[config.mk]
export PLATFORM = sky130hd
export DESIGN_NAME = dvp_frame_gen
export DESIGN_NICKNAME = d
export VERILOG_FILES = /design/src/rtl/dvp_gen_pkg.sv /design/src/rtl/dvp_frame_gen_pix.sv /design/src/rtl/dvp_frame_gen.sv
export SDC_FILE = /design/constraint.sdc
export NUM_CORES = 1
export LEC_CHECK = 0
export BUFFER_PORTS_ARGS = -buffer_cell sky130_fd_sc_hd__buf_2
export CAP_MARGIN = 25
export CORE_UTILIZATION = 60
export DETAILED_ROUTE_END_ITERATION = 10
export GPL_ROUTABILITY_DRIVEN = 0
export GPL_TIMING_DRIVEN = 0
export HOLD_SLACK_MARGIN = 0.1
export PLACE_DENSITY = 0.9
export SLEW_MARGIN = 20
export SYNTH_ARGS = -nofsm -noshare
export SYNTH_HDL_FRONTEND = slang
export SYNTH_SLANG_ARGS = --single-unit
[constraint.sdc]
create_clock -name clk -period 3.4 [get_ports clk]
set_input_delay 0.68 -clock clk [delete_from_list [all_inputs] [get_ports clk]]
set_output_delay 0.68 -clock clk [all_outputs]
set_load 0.03 [all_outputs]
[src/rtl/dvp_gen_pkg.sv]
// dvp_gen_pkg: shared types, colours and helpers for the DVP frame generator.
// States, pattern codes, RGB565 constants, gray/bar colour conversion.
package dvp_gen_pkg;

    typedef enum logic [2:0] {
        IDLE,
        VSYNC,
        VBP,
        ACTIVE,
        VFP
    } state_t;

    typedef enum logic [1:0] {
        PAT_BARS,
        PAT_GRAY,
        PAT_BOX,
        PAT_CHECKER
    } pattern_t;

    localparam int HCNT_W = 11;
    localparam int VCNT_W = 10;
    localparam int POS_W  = 12;

    localparam logic [15:0] C_WHITE   = 16'hFFFF;
    localparam logic [15:0] C_YELLOW  = 16'hFFE0;
    localparam logic [15:0] C_CYAN    = 16'h07FF;
    localparam logic [15:0] C_GREEN   = 16'h07E0;
    localparam logic [15:0] C_MAGENTA = 16'hF81F;
    localparam logic [15:0] C_RED     = 16'hF800;
    localparam logic [15:0] C_BLUE    = 16'h001F;
    localparam logic [15:0] C_BLACK   = 16'h0000;

    function automatic logic [15:0] gray2rgb565(input logic [7:0] g);
        return {g[7:3], g[7:2], g[7:3]};
    endfunction

    function automatic logic [15:0] bar_color(input logic [2:0] idx);
        logic [15:0] c;
        unique case (idx)
            3'd0: c = C_WHITE;
            3'd1: c = C_YELLOW;
            3'd2: c = C_CYAN;
            3'd3: c = C_GREEN;
            3'd4: c = C_MAGENTA;
            3'd5: c = C_RED;
            3'd6: c = C_BLUE;
            default: c = C_BLACK;
        endcase
        return c;
    endfunction

endpackage

[src/rtl/dvp_frame_gen_pix.sv]
// dvp_pattern_pix: registered pixel generator for the DVP frame generator.
// Output is zero whenever the pixel is outside the active window.
module dvp_pattern_pix
    import dvp_gen_pkg::*;
#(
    parameter int IMG_HDISP = 640,
    parameter int BOX_SIZE  = 64
) (
    input  logic                    clk,
    input  logic                    rst,
    input  logic                    ce,
    input  logic                    active,
    input  logic [HCNT_W-1:0]       x,
    input  logic [VCNT_W-1:0]       y,
    input  pattern_t                pattern,
    input  logic [7:0]              gray,
    input  logic signed [POS_W-1:0] bx,
    input  logic signed [POS_W-1:0] by,
    output logic [15:0]             pix
);

    localparam int BAR_W = ((IMG_HDISP >> 3) > 0) ? (IMG_HDISP >> 3) : 1;
    localparam logic signed [POS_W:0] BOX_S = (POS_W+1)'(BOX_SIZE);

    logic [2:0]              bar_idx;
    logic signed [POS_W:0]   xs;
    logic signed [POS_W:0]   ys;
    logic signed [POS_W:0]   bxs;
    logic signed [POS_W:0]   bys;
    logic                    in_box;
    logic [15:0]             pix_d;

    assign xs  = $signed({2'b00, x});
    assign ys  = $signed({3'b000, y});
    assign bxs = {bx[POS_W-1], bx};
    assign bys = {by[POS_W-1], by};

    assign in_box = (xs >= bxs) && (xs < bxs + BOX_S) &&
                    (ys >= bys) && (ys < bys + BOX_S);

    // Bar index saturates at 7 for any trailing columns
    always_comb begin
        bar_idx = '0;
        for (int k = 1; k < 8; k++) begin
            if (int'(x) >= k * BAR_W) begin
                bar_idx = 3'(k);
            end
        end
    end

    // Pattern select for the current pixel
    always_comb begin
        pix_d = C_BLACK;
        if (active) begin
            unique case (pattern)
                PAT_BARS:    pix_d = bar_color(bar_idx);
                PAT_GRAY:    pix_d = gray2rgb565(gray);
                PAT_BOX:     pix_d = in_box ? C_WHITE : C_BLACK;
                PAT_CHECKER: pix_d = (x[5] ^ y[5]) ? C_WHITE : C_BLACK;
                default:     pix_d = C_BLACK;
            endcase
        end
    end

    // Pixel register, held while the pixel clock enable is low
    always_ff @(posedge clk) begin
        if (rst) begin
            pix <= '0;
        end else if (ce) begin
            pix <= pix_d;
        end
    end

endmodule

[src/rtl/dvp_frame_gen.sv]
// dvp_frame_gen: synthetic RGB565 DVP source with a moving-box test pattern.
// Define DVP_GEN_NOISE_EN to add LFSR noise into the colour LSBs.
module dvp_frame_gen
    import dvp_gen_pkg::*;
#(
    parameter int IMG_HDISP = 640,
    parameter int IMG_VDISP = 480,
    parameter int H_BLANK   = 160,
    parameter int VS_LINES  = 2,
    parameter int V_BP      = 8,
    parameter int V_FP      = 10,
    parameter int BOX_SIZE  = 64,
    parameter int BOX_STEP  = 8
) (
    input  logic        clk,
    input  logic        rst,
    input  logic        enable,
    input  logic        pix_ce,
    input  logic [1:0]  pattern_sel,
    input  logic [7:0]  gray_level,
    output logic        dvp_vsync,
    output logic        dvp_href,
    output logic        dvp_valid,
    output logic [15:0] dvp_data,
    output logic        frame_done,
    output logic [15:0] frame_cnt
);

    localparam int H_TOTAL = IMG_HDISP + H_BLANK;

    localparam logic [HCNT_W-1:0] H_LAST = HCNT_W'(H_TOTAL - 1);
    localparam logic [HCNT_W-1:0] H_ACT  = HCNT_W'(IMG_HDISP);

    localparam logic [VCNT_W-1:0] N_VS  = VCNT_W'(VS_LINES);
    localparam logic [VCNT_W-1:0] N_BP  = VCNT_W'(V_BP);
    localparam logic [VCNT_W-1:0] N_ACT = VCNT_W'(IMG_VDISP);
    localparam logic [VCNT_W-1:0] N_FP  = VCNT_W'(V_FP);

    localparam logic signed [POS_W-1:0] X_LIM = POS_W'(IMG_HDISP - BOX_SIZE);
    localparam logic signed [POS_W-1:0] Y_LIM = POS_W'(IMG_VDISP - BOX_SIZE);
    localparam logic signed [POS_W-1:0] STEP  = POS_W'(BOX_STEP);

    state_t                  state_q;
    state_t                  state_d;
    logic [HCNT_W-1:0]       hcnt_q;
    logic [VCNT_W-1:0]       vcnt_q;
    logic [VCNT_W-1:0]       region_lines;
    logic                    line_end;
    logic                    region_end;
    logic                    frame_end;
    logic                    active_px;
    pattern_t                pat_q;
    logic [7:0]              gray_q;
    logic signed [POS_W-1:0] bx_q;
    logic signed [POS_W-1:0] by_q;
    logic                    dx_q;
    logic                    dy_q;
    logic [POS_W:0]          x_upd;
    logic [POS_W:0]          y_upd;
    logic [15:0]             pix_q;
    logic [15:0]             noise;

    // One axis of box motion; dir=1 moves toward zero. Returns {dir, pos}.
    function automatic logic [POS_W:0] box_move(
        input logic signed [POS_W-1:0] pos,
        input logic                    dir,
        input logic signed [POS_W-1:0] lim
    );
        logic signed [POS_W-1:0] nxt;
        nxt = dir ? (pos - STEP) : (pos + STEP);
        if (nxt > lim) begin
            return {1'b1, lim};
        end else if (nxt < 0) begin
            return {1'b0, {POS_W{1'b0}}};
        end
        return {dir, nxt};
    endfunction

    assign line_end   = (hcnt_q == H_LAST);
    assign region_end = (state_q != IDLE) && line_end &&
                        (vcnt_q == region_lines - 1'b1);
    assign frame_end  = (state_q == VFP) && region_end;
    assign active_px  = (state_q == ACTIVE) && (hcnt_q < H_ACT);
    assign x_upd      = box_move(bx_q, dx_q, X_LIM);
    assign y_upd      = box_move(by_q, dy_q, Y_LIM);

    // Frame state register
    always_ff @(posedge clk) begin
        if (rst) begin
            state_q <= IDLE;
        end else begin
            state_q <= state_d;
        end
    end

    // Region length and next-state logic; enable only matters at frame edges
    always_comb begin
        state_d      = state_q;
        region_lines = 10'd1;
        unique case (state_q)
            VSYNC:   region_lines = N_VS;
            VBP:     region_lines = N_BP;
            ACTIVE:  region_lines = N_ACT;
            VFP:     region_lines = N_FP;
            default: region_lines = 10'd1;
        endcase
        if (pix_ce) begin
            unique case (state_q)
                IDLE:    if (enable)     state_d = VSYNC;
                VSYNC:   if (region_end) state_d = VBP;
                VBP:     if (region_end) state_d = ACTIVE;
                ACTIVE:  if (region_end) state_d = VFP;
                VFP:     if (region_end) state_d = enable ? VSYNC : IDLE;
                default: state_d = IDLE;
            endcase
        end
    end

    // Pixel and line counters; line count restarts in every region
    always_ff @(posedge clk) begin
        if (rst) begin
            hcnt_q <= '0;
            vcnt_q <= '0;
        end else if (pix_ce) begin
            if (state_q == IDLE) begin
                hcnt_q <= '0;
                vcnt_q <= '0;
            end else if (line_end) begin
                hcnt_q <= '0;
                vcnt_q <= region_end ? '0 : vcnt_q + 1'b1;
            end else begin
                hcnt_q <= hcnt_q + 1'b1;
            end
        end
    end

    // Pattern controls captured on entry to vsync for the whole frame
    always_ff @(posedge clk) begin
        if (rst) begin
            pat_q  <= PAT_BARS;
            gray_q <= '0;
        end else if (state_d == VSYNC && state_q != VSYNC) begin
            pat_q  <= pattern_t'(pattern_sel);
            gray_q <= gray_level;
        end
    end

    // Box position steps once per frame, bouncing off the edges
    always_ff @(posedge clk) begin
        if (rst) begin
            bx_q <= '0;
            by_q <= '0;
            dx_q <= 1'b0;
            dy_q <= 1'b0;
        end else if (pix_ce && frame_end) begin
            dx_q <= x_upd[POS_W];
            bx_q <= x_upd[POS_W-1:0];
            dy_q <= y_upd[POS_W];
            by_q <= y_upd[POS_W-1:0];
        end
    end

    // Registered sync/strobe outputs and frame counter
    always_ff @(posedge clk) begin
        if (rst) begin
            dvp_vsync  <= 1'b0;
            dvp_href   <= 1'b0;
            dvp_valid  <= 1'b0;
            frame_done <= 1'b0;
            frame_cnt  <= '0;
        end else if (pix_ce) begin
            dvp_vsync  <= (state_q == VSYNC);
            dvp_href   <= active_px;
            dvp_valid  <= active_px;
            frame_done <= frame_end;
            if (frame_end) begin
                frame_cnt <= frame_cnt + 1'b1;
            end
        end else begin
            dvp_valid  <= 1'b0;
            frame_done <= 1'b0;
        end
    end

    dvp_pattern_pix #(
        .IMG_HDISP (IMG_HDISP),
        .BOX_SIZE  (BOX_SIZE)
    ) u_pix (
        .clk     (clk),
        .rst     (rst),
        .ce      (pix_ce),
        .active  (active_px),
        .x       (hcnt_q),
        .y       (vcnt_q),
        .pattern (pat_q),
        .gray    (gray_q),
        .bx      (bx_q),
        .by      (by_q),
        .pix     (pix_q)
    );

`ifdef DVP_GEN_NOISE_EN
    logic [15:0] lfsr_q;
    logic        lfsr_fb;

    assign lfsr_fb = lfsr_q[15] ^ lfsr_q[13] ^ lfsr_q[12] ^ lfsr_q[10];

    // Noise LFSR steps on each edge that launches a valid pixel
    always_ff @(posedge clk) begin
        if (rst) begin
            lfsr_q <= 16'hACE1;
        end else if (pix_ce && active_px) begin
            lfsr_q <= {lfsr_q[14:0], lfsr_fb};
        end
    end

    assign noise = dvp_href ?
                   {3'b000, lfsr_q[1:0], 4'b0000, lfsr_q[1:0], 3'b000, lfsr_q[1:0]} :
                   16'h0000;
`else
    assign noise = 16'h0000;
`endif

    assign dvp_data = pix_q ^ noise;

endmodule

-- Word level (Yosys, flattened, before mapping)
Index checks and enable logic that the tools add are counted.
- input bits: 14
- bits in registers: 96
- order comparisons: 16
- bitwise operators: 2
- reductions and logical operators: 19
- $add $sub $neg: 10
- equal/unequal tests: 17
- muxes and demuxes: 38
- operator list (operator ; number):
    $pmux 16 s7 ; 1
    $pmux 16 s4 ; 1
    $mux 13 ; 4
    $mux 12 ; 4
    $mux 16 ; 3
    $pmux 9 s4 ; 1
    $ge 11x9->1 const B ; 3
    $mux 10 ; 3
    $mux 3 ; 10
    $add 12x8->13 const B ; 2
    $add 12x5->12 const B ; 2
    $lt 12x1->1 const B ; 2
    $sub 12x5->12 const B ; 2
    $ge 11x8->1 const B ; 2
    $mux 11 ; 2
    $add 16x1->16 const B ; 1
    $pmux 3 s5 ; 1
    $lt 11x13->1 ; 1
    $lt 12x13->1 ; 1
    $eq 3x2->1 const B ; 4
    $eq 3x3->1 const B ; 4
    $ge 11x12->1 ; 1
    $ge 12x12->1 ; 1
    $gt 12x10->1 const B ; 1
    other kinds (24) ; 45

-- Logic depth before layout (Yosys ltp)
Gate-level depths: netlist (run 1).
- depth in word-level cells: 12
- depth in mapped cells: 12

-- Cells and area by module
From an unflattened synthesis (run 1), not the netlist that was laid out.
- cell total of the unflattened synthesis: 768
- area total of the unflattened synthesis: 6212.2 um^2
- modules (own cells, without submodules) (module ; times used ; area an instance (um^2) ; seq. area each (um^2) ; cells each):
    dvp_frame_gen ; 1 ; 4257.8 ; 1481.4 ; 526
    dvp_pattern_pix ; 1 ; 1954.4 ; 320.3 ; 242

-- Least setup slack after synthesis (run 1)
OpenSTA, ideal clock, no wires.
- path kind: register to register
- start: register bx_q[6]
- end: register u_pix.pix[12]
- path buffers: 1
- arrival time: 2.635 ns
- slack: 0.694 ns
- data required time: 3.329 ns
- stages on the path, launching flop included: 12
- cells stage by stage: dfxtp_1 > ha_1 > nand3_1 > xnor2_1 > ha_1 > a221o_1 > a21o_1 > a221oi_1 > o211a_1 > clkbuf_1 > nand3_1 > a21oi_1
- word-level cells in the longest chain between the ends: 8
- elaborated cells between the ends (all ways): 9
- ends and longest elaborated chain (item ; line ; text):
    start, declared ; dvp_frame_gen.sv:54 ; logic signed [POS_W-1:0] bx_q;
    start signal, assigned ; dvp_frame_gen.sv:157 ; bx_q <= x_upd[POS_W-1:0];
    $add 12x8->13 ; dvp_frame_gen_pix.sv:38 ; assign in_box = (xs >= bxs) && (xs < bxs + BOX_S) &&
    $lt 12x13->1 ; dvp_frame_gen_pix.sv:38 ;
    $logic_and 1x1->1 * (2 in series) ; dvp_frame_gen_pix.sv:38 ;
    $logic_and 1x1->1 * ; dvp_frame_gen_pix.sv:39 ; (ys >= bys) && (ys < bys + BOX_S);
    $mux 16 * ; dvp_frame_gen_pix.sv:58 ; PAT_BOX: pix_d = in_box ? C_WHITE : C_BLACK;
    $pmux 16 s4 * ; dvp_frame_gen_pix.sv:55 ; unique case (pattern)
    $mux 16 * ; dvp_frame_gen_pix.sv:54 ; if (active) begin
    end signal, assigned ; dvp_frame_gen_pix.sv:70 ; pix <= pix_d;
    end, declared ; dvp_frame_gen_pix.sv:19 ; output logic [15:0] pix
Every way passes the cells marked *; elsewhere a longest branch is shown, timed or not.
A chain may end at the register's enable or synchronous reset.

-- Worst setup path after layout (run 1)
- start: register state_q[2]
- end: register by_q[4]
- word-level cells in the longest chain between the ends: 7
- elaborated cells between the ends (all ways): 12
- ends and longest elaborated chain (item ; line ; text):
    start, declared ; dvp_frame_gen.sv:43 ; state_t state_q;
    start signal, assigned ; dvp_frame_gen.sv:92 ; state_q <= state_d;
    $eq 3x3->1, or another cell as far along ; dvp_frame_gen.sv:82, dvp_frame_gen.sv:100 ;
    $pmux 9 s4 ; dvp_frame_gen.sv:100 ; unique case (state_q)
    $sub 10x1->10 ; dvp_frame_gen.sv:81 ; (vcnt_q == region_lines - 1'b1);
    $eq 10x10->1 ; dvp_frame_gen.sv:81 ;
    $logic_and 1x1->1 ; dvp_frame_gen.sv:80 ; assign region_end = (state_q != IDLE) && line_end &&
    $logic_and 1x1->1 * ; dvp_frame_gen.sv:82 ; assign frame_end = (state_q == VFP) && region_end;
    $logic_and 1x1->1 * ; dvp_frame_gen.sv:155 ; end else if (pix_ce && frame_end) begin
    end signal, assigned ; dvp_frame_gen.sv:159 ; by_q <= y_upd[POS_W-1:0];
    end, declared ; dvp_frame_gen.sv:55 ; logic signed [POS_W-1:0] by_q;
Marks and branches as above.

==> metrics.txt, run 1 <==
antenna fix cells=0; status=finished, final reports clean; Initial Util=a little over three fifths; flop2flop setup slack=0.07 ns; crit-path cells=buf_2, nand2b_1, a21o_1, ha_1, or2_2, o221ai_1, nand3_1, a211o_1, buf_2, buf_1, nand2_1, a21oi_1; Clock transition at path regs=about 0.10 ns; Post-synth top flop=dfxtp_1; # Post-CTS Setup Buffers=0; overall routing resource usage=31.0%; slowest stage delay, CP=between 0.4 and 0.5 ns; placed cells=about 840; compound-cell area share of the yosys netlist=between 10% and 20%; Clk Tree Root Cell=clkbuf_8; Critical Path AT=3.54 ns; average size of a mapped cell=8.16 sq um; row cnt=34; worst clock skew=around 0.016 ns; Worst Path Required=3.62 ns; Starting DRT DRC Count=463; startpoint types=flip-flop; EDFF count, synth=0; warning count from the yosys run=0; Seq/Total Area, Yosys=a little under a third; router iterations before antenna repair=7; finished layout cell area=about 6200 sq um; Synth Net Count=744; Die ar.=9670 sq um; vias in the first global route=~5.3k; # DRC=0; asr flop ratio synth=0%; cell mode on critical path=buf_2; Crit. End Element=flip-flop; Worst-Margin Slew=approximately 0.87 ns; Core Footprint=between 8000 and 9000 sq um; slowest cell on the critical path=a211o_1; overflow left after global routing=0; #FFs+latches synth=between 80 and 90; max-cap check violation count=0; total wire length=approximately 15000 um; Wirelength per Cell=17.4 um; CP delay by family, top=compound AO/OA/AOI/OAI gates; Cells after Synth=roughly 680; worst path bufs/invs=3; Synth Area in Adders=between 10 and 15%; Fin. Hold Viols=0; simple-gate area share of the yosys netlist=roughly 23%; final net count=around 800; largest net degree at the start of global routing=16; setup TNS=0 ns; CTS HTree Levels=3; crit path kind=reg2reg; main combinational cell family by area after synthesis=simple AND/OR/NAND/NOR gates; fin. max-slew vios=0; Layout Cells excl Fill=between 800 and 900; Yosys cell types=66; mux contribution to synthesized area=about 2.2%; Num CTS Buffers=9; area grow syn2layout=10.8%; Placed Area=~5900 sq um; hpwl dp=~11000 um; PwrDens=between 300 and 400 nW/um^2; crit share post-route=97.8%; CP max FO=10; clk sink count=88; clock buffer depth=2; port bufs=46; hold_buf cts=0; VDD IR max=238 uV; CTS tree=done; Final min period=approximately 3.3 ns; RSZ-0062 raised after global routing=false; layout cells sized above 1=between 10% and 20%; initial antenna violation count=0; Die Ht=between 90 and 100 um; vias=5403; Antenna Nets Post-Route=0; Top Ports=50; worst min path class=reg2reg; Die Wd=98.3 um; Resized Gates After CTS=0; first-pass GRT wire length=~24000 um; vias per cell=6.34; final number of setup-violating endpoints=0; max_slew headroom=roughly two fifths; post-synthesis cell area=about 5600 sq um; FMAX=~300 MHz; P_leak=~2.4 nW; Post-Synth XOR/XNOR Area=under 10%; worst skew pair latency=roughly 0.37 ns
stage by stage:
step	setup WS, ns	utilization [%]	power [mW]	hold WS, ns
6_report	0.0736	69.7	2.01	0.489
2_1_floorplan	0.694	-	1.15	0.449
3_3_place_gp	0.187	67.1	1.18	0.449
4_1_cts	0.0471	69.6	2.00	0.487
3_5_place_dp	0.159	67.1	1.19	0.474
5_1_grt	0.0195	69.7	2.06	0.508
synthesized netlist by cell type (all sizes together) (16+ instances only):
cell / instances / area share, %
nand4: 16 / 1.8
nor3: 20 / 1.9
a22oi: 16 / 2.2
dfxtp: 88 / 32
nand3: 35 / 3.1
xnor2: 30 / 4.7
clkbuf: 18 / 1.2
inv: 42 / 2.8
o21ai: 24 / 2.2
xor2: 24 / 3.8
nand2: 46 / 3.1
ha: 46 / 10
a21oi: 54 / 4.9
nor2: 74 / 5.0
where the power goes:
group,leakage [nW],internal [mW],switching [mW]
clock network,0.113,0.437,0.397
logic,1.60,0.0368,0.0862
registers,0.711,1.04,0.0113
final cells by class:
class	count	area, sq um
buffer	28	121
clock buffer	10	138
clock inverter	6	90.1
fill	645	2680
inverter	42	158
multi-input combinational	524	3540
sequential	88	1760
tap	108	135
timing repair buffer	46	230
placed cells by master (no fill, tap or decap), drive strengths merged, types with 3 or more instances in the layout:
cell type and count:
and3 3, clkbuf 28, nand4b 3, a21boi 5, o211ai 12, a21o 6
inv 43, a21oi 54, nor2b 10, nor4 3, nor2 74, or3 8
xor2 24, xnor2 30, o21a 6, a31oi 5, o31ai 3, nand4 16
ha 46, nand3 35, or2 3, a211o 5, mux2i 11, buf 56
and2 3, dfxtp 88, nand3b 3, nand2b 9, a211oi 8, a221oi 3
nor3 20, or4 3, o21ai 24, a22oi 16, nand2 46
flip-flops by register name, summed over array words and instances, names as in the netlist:
signal and cells:
frame_cnt 16, u_pix.pix 16, hcnt_q 11, vcnt_q 10, bx_q 9, by_q 9
gray_q 6, state_q 3, pat_q 2, dvp_href 1, dvp_valid 1, dvp_vsync 1
dx_q 1, dy_q 1, frame_done 1
worst min-delay path: cells and delay by family, from the launching register on:
| kind | cells | cell delay (ns) |
|---|---|---|
| compound gates | 1 | 0.05 |
| flops | 1 | 0.33 |
| simple gates | 1 | 0.06 |
final timing paths:
path,depth (start not counted),startpoint,endpoint
setup / recovery,12,state_q[2]$_SDFF_PP0_,by_q[4]$_SDFFE_PP0P_
hold / removal,2,dvp_href$_SDFFE_PP0P_,dvp_href$_SDFFE_PP0P_
setup reg to reg,12,state_q[2]$_SDFF_PP0_,by_q[4]$_SDFFE_PP0P_
hold reg to reg,2,dvp_href$_SDFFE_PP0P_,dvp_href$_SDFFE_PP0P_
cell families (layout without fill, tap and decap cells):
group,Yosys count,in the layout
buffers and inverters,70,132
XOR/XNOR,54,54
multiplexers,12,12
AO/OA/AOI/OAI,163,163
AND/OR/NAND/NOR,247,247
adder cells (fa/ha/maj),48,48
flip-flops,88,88
per-layer routing:
metal	GRT usage (%)	share of wire [%]	wire (um)	up-vias
met5	0	0	0	-
met4	11.1	2.3	339	0
met3	5.08	7.0	1040	36
met2	54.9	50	7410	252
met1	37.9	41	6070	2569
li1	-	-	-	2546
No activity file was read; power rests on OpenSTA's default activity.
==> inputs of run 2 (changes only) <==
--- a/config.mk
+++ b/config.mk
@@ -12,7 +12,7 @@
 export GPL_ROUTABILITY_DRIVEN = 0
 export GPL_TIMING_DRIVEN = 0
 export HOLD_SLACK_MARGIN = 0.1
-export PLACE_DENSITY = 0.9
+export PLACE_DENSITY = 0.81
 export SLEW_MARGIN = 20
 export SYNTH_ARGS = -nofsm -noshare
 export SYNTH_HDL_FRONTEND = slang
==> metrics.txt, run 2 (synthesis gave the netlist of run 1 again) <==
largest net degree at the start of global routing=15; antenna fix cells=0; crit path from=state_q[2]$_SDFF_PP0_; cells on worst reg2reg path=12; Antenna Nets Post-Route=0; startpoint types=flip-flop; max_slew headroom=between 30% and 40%; Die ar.=between 9000 and 10000 sq um; final net count=800; min-delay src=dvp_vsync$_SDFFE_PP0P_; crit share post-route=between 90 and 100%; worst clock skew=around 0.011 ns; total wire length=13600 um; Worst-Margin Slew=between 1 and 1.5 ns; CTS HTree Levels=3; port bufs=46; overflow left after global routing=0; area grow syn2layout=10.7%; vias per cell=6.13; router iterations before antenna repair=10; WP depth=12; Clk Tree Root Cell=clkbuf_8; finished layout cell area=between 6000 and 7000 sq um; Fin. Hold Viols=0; Die Wd=slightly below 100 um; r2r startpoint=state_q[2]$_SDFF_PP0_; # Post-CTS Setup Buffers=0; CP delay by family, top=compound AO/OA/AOI/OAI gates; clock buffer depth=2; max-cap check violation count=0; Final min period=~3.2 ns; VDD IR max=between 200 and 300 uV; worst path bufs/invs=3; CP max FO=10; status=finished with violations; first-pass GRT wire length=between 20000 and 25000 um; flop2flop setup slack=0.23 ns; Wirelength per Cell=approximately 16 um; failing checks=DRC; Initial Util=between 60% and 70%; final number of setup-violating endpoints=0; P_leak=2.41 nW; setup TNS=0 ns; Die Ht=just under 100 um; R2R Path End=frame_cnt[1]$_SDFFE_PP0P_; Placed Area=between 5000 and 6000 sq um; hpwl dp=between 10000 and 15000 um; crit path kind=reg2reg; placed cells=between 800 and 900; PwrDens=around 320 nW/um^2; Critical Path Sink=frame_cnt[1]$_SDFFE_PP0P_; fillers=about 730; leading cell type in the layout, fill and taps excluded=dfxtp_1; Top Registers=frame_cnt: 16 flops, u_pix.pix: 16 flops, hcnt_q: 11 flops; slowest stage delay, CP=0.46 ns; Crit. End Element=flip-flop; overall routing resource usage=between 20 and 30%; vias in the first global route=between 4k and 5k; worst min path class=reg2reg; FMAX=about 320 MHz; CTS tree=done; row cnt=34; post-layout util=69.7%; Critical Path AT=approximately 3.4 ns; cell mode on critical path=buf_2; layout cells sized above 1=between 10% and 20%; Clock transition at path regs=approximately 0.090 ns; Worst Path Required=~3.6 ns; RSZ-0062 raised after global routing=false; Top Ports=50; Layout Cells excl Fill=about 850; slowest cell on the critical path=a211o_1; Num CTS Buffers=9; Core Footprint=~9000 sq um; Starting DRT DRC Count=around 390; initial antenna violation count=0; commonest non-fill, non-tap cells in the layout=dfxtp_1 (88), nor2_1 (74), a21oi_1 (54); worst skew pair latency=between 0.3 and 0.4 ns; fin. max-slew vios=0; # DRC=1; clk sink count=a little under 90; crit-path cells=buf_2, nand2b_1, a21o_1, ha_1, or2_2, o221ai_1, nand3_1, a211o_1, buf_2, buf_1, nand2_1, a21oi_1; vias=about 5.2k
## run 2: changes by cell type in the layout (fill, tap and decap cells not counted), sizes merged
cell / delta
inv: -1
clkbuf: +1
clkinvlp: -1
## run 2: metrics by stage
step	hold WS (ns)	worst slack, ns	power (mW)
4_1_cts	0.472	0.0614	1.98
2_1_floorplan	0.449	0.694	1.15
6_report	0.467	0.228	1.98
3_3_place_gp	0.452	0.218	1.18
3_5_place_dp	0.458	0.117	1.19
5_1_grt	0.505	0.00123	2.04
## run 2: worst min path at each step
stage | endpoint | slack (ns) | cells after the start
floorplan | bx_q[4]$_SDFFE_PP0P_ | 0.45 | 2
global placement | dvp_vsync$_SDFFE_PP0P_ | 0.45 | 2
detailed placement | dvp_vsync$_SDFFE_PP0P_ | 0.46 | 2
CTS | dvp_vsync$_SDFFE_PP0P_ | 0.47 | 2
global route | dvp_vsync$_SDFFE_PP0P_ | 0.50 | 2
finish | dvp_vsync$_SDFFE_PP0P_ | 0.47 | 2
## run 2: metal layers
layer	vias to the layer above	global-route usage (%)	wire, um
li1	2545	-	-
met1	2474	37.6	6080
met2	176	49.6	6550
met3	18	5.30	782
met4	0	8.73	176
met5	-	0	0
## run 2: tightest hold or removal path: stages, from the launching register on
cell and delay, ns:
dfxtp_1 0.32, nand2_1 0.06, a21oi_1 0.05
## run 2: layout make-up
class / instances / area, sq um / share of cell area [%]
tap: 108 / 135 / 2.19
timing repair buffer: 46 / 230 / 3.73
buffer: 27 / 116 / 1.89
clock buffer: 12 / 145 / 2.35
multi-input combinational: 524 / 3540 / 57.4
sequential: 88 / 1760 / 28.6
inverter: 42 / 158 / 2.56
clock inverter: 4 / 77.6 / 1.26
## run 2: what timing repair did
item / 4_1_cts / 5_1_grt
endpoints found under the setup margin: 0 / 16
hold buffers: 0 / 0
gates resized for setup: 0 / 2
## run 2: report_power, final
| part | switching, mW | internal (mW) | leakage (nW) |
|---|---|---|---|
| sequential | 0.0102 | 1.04 | 0.710 |
| clock | 0.371 | 0.438 | 0.111 |
| combinational | 0.0804 | 0.0369 | 1.59 |
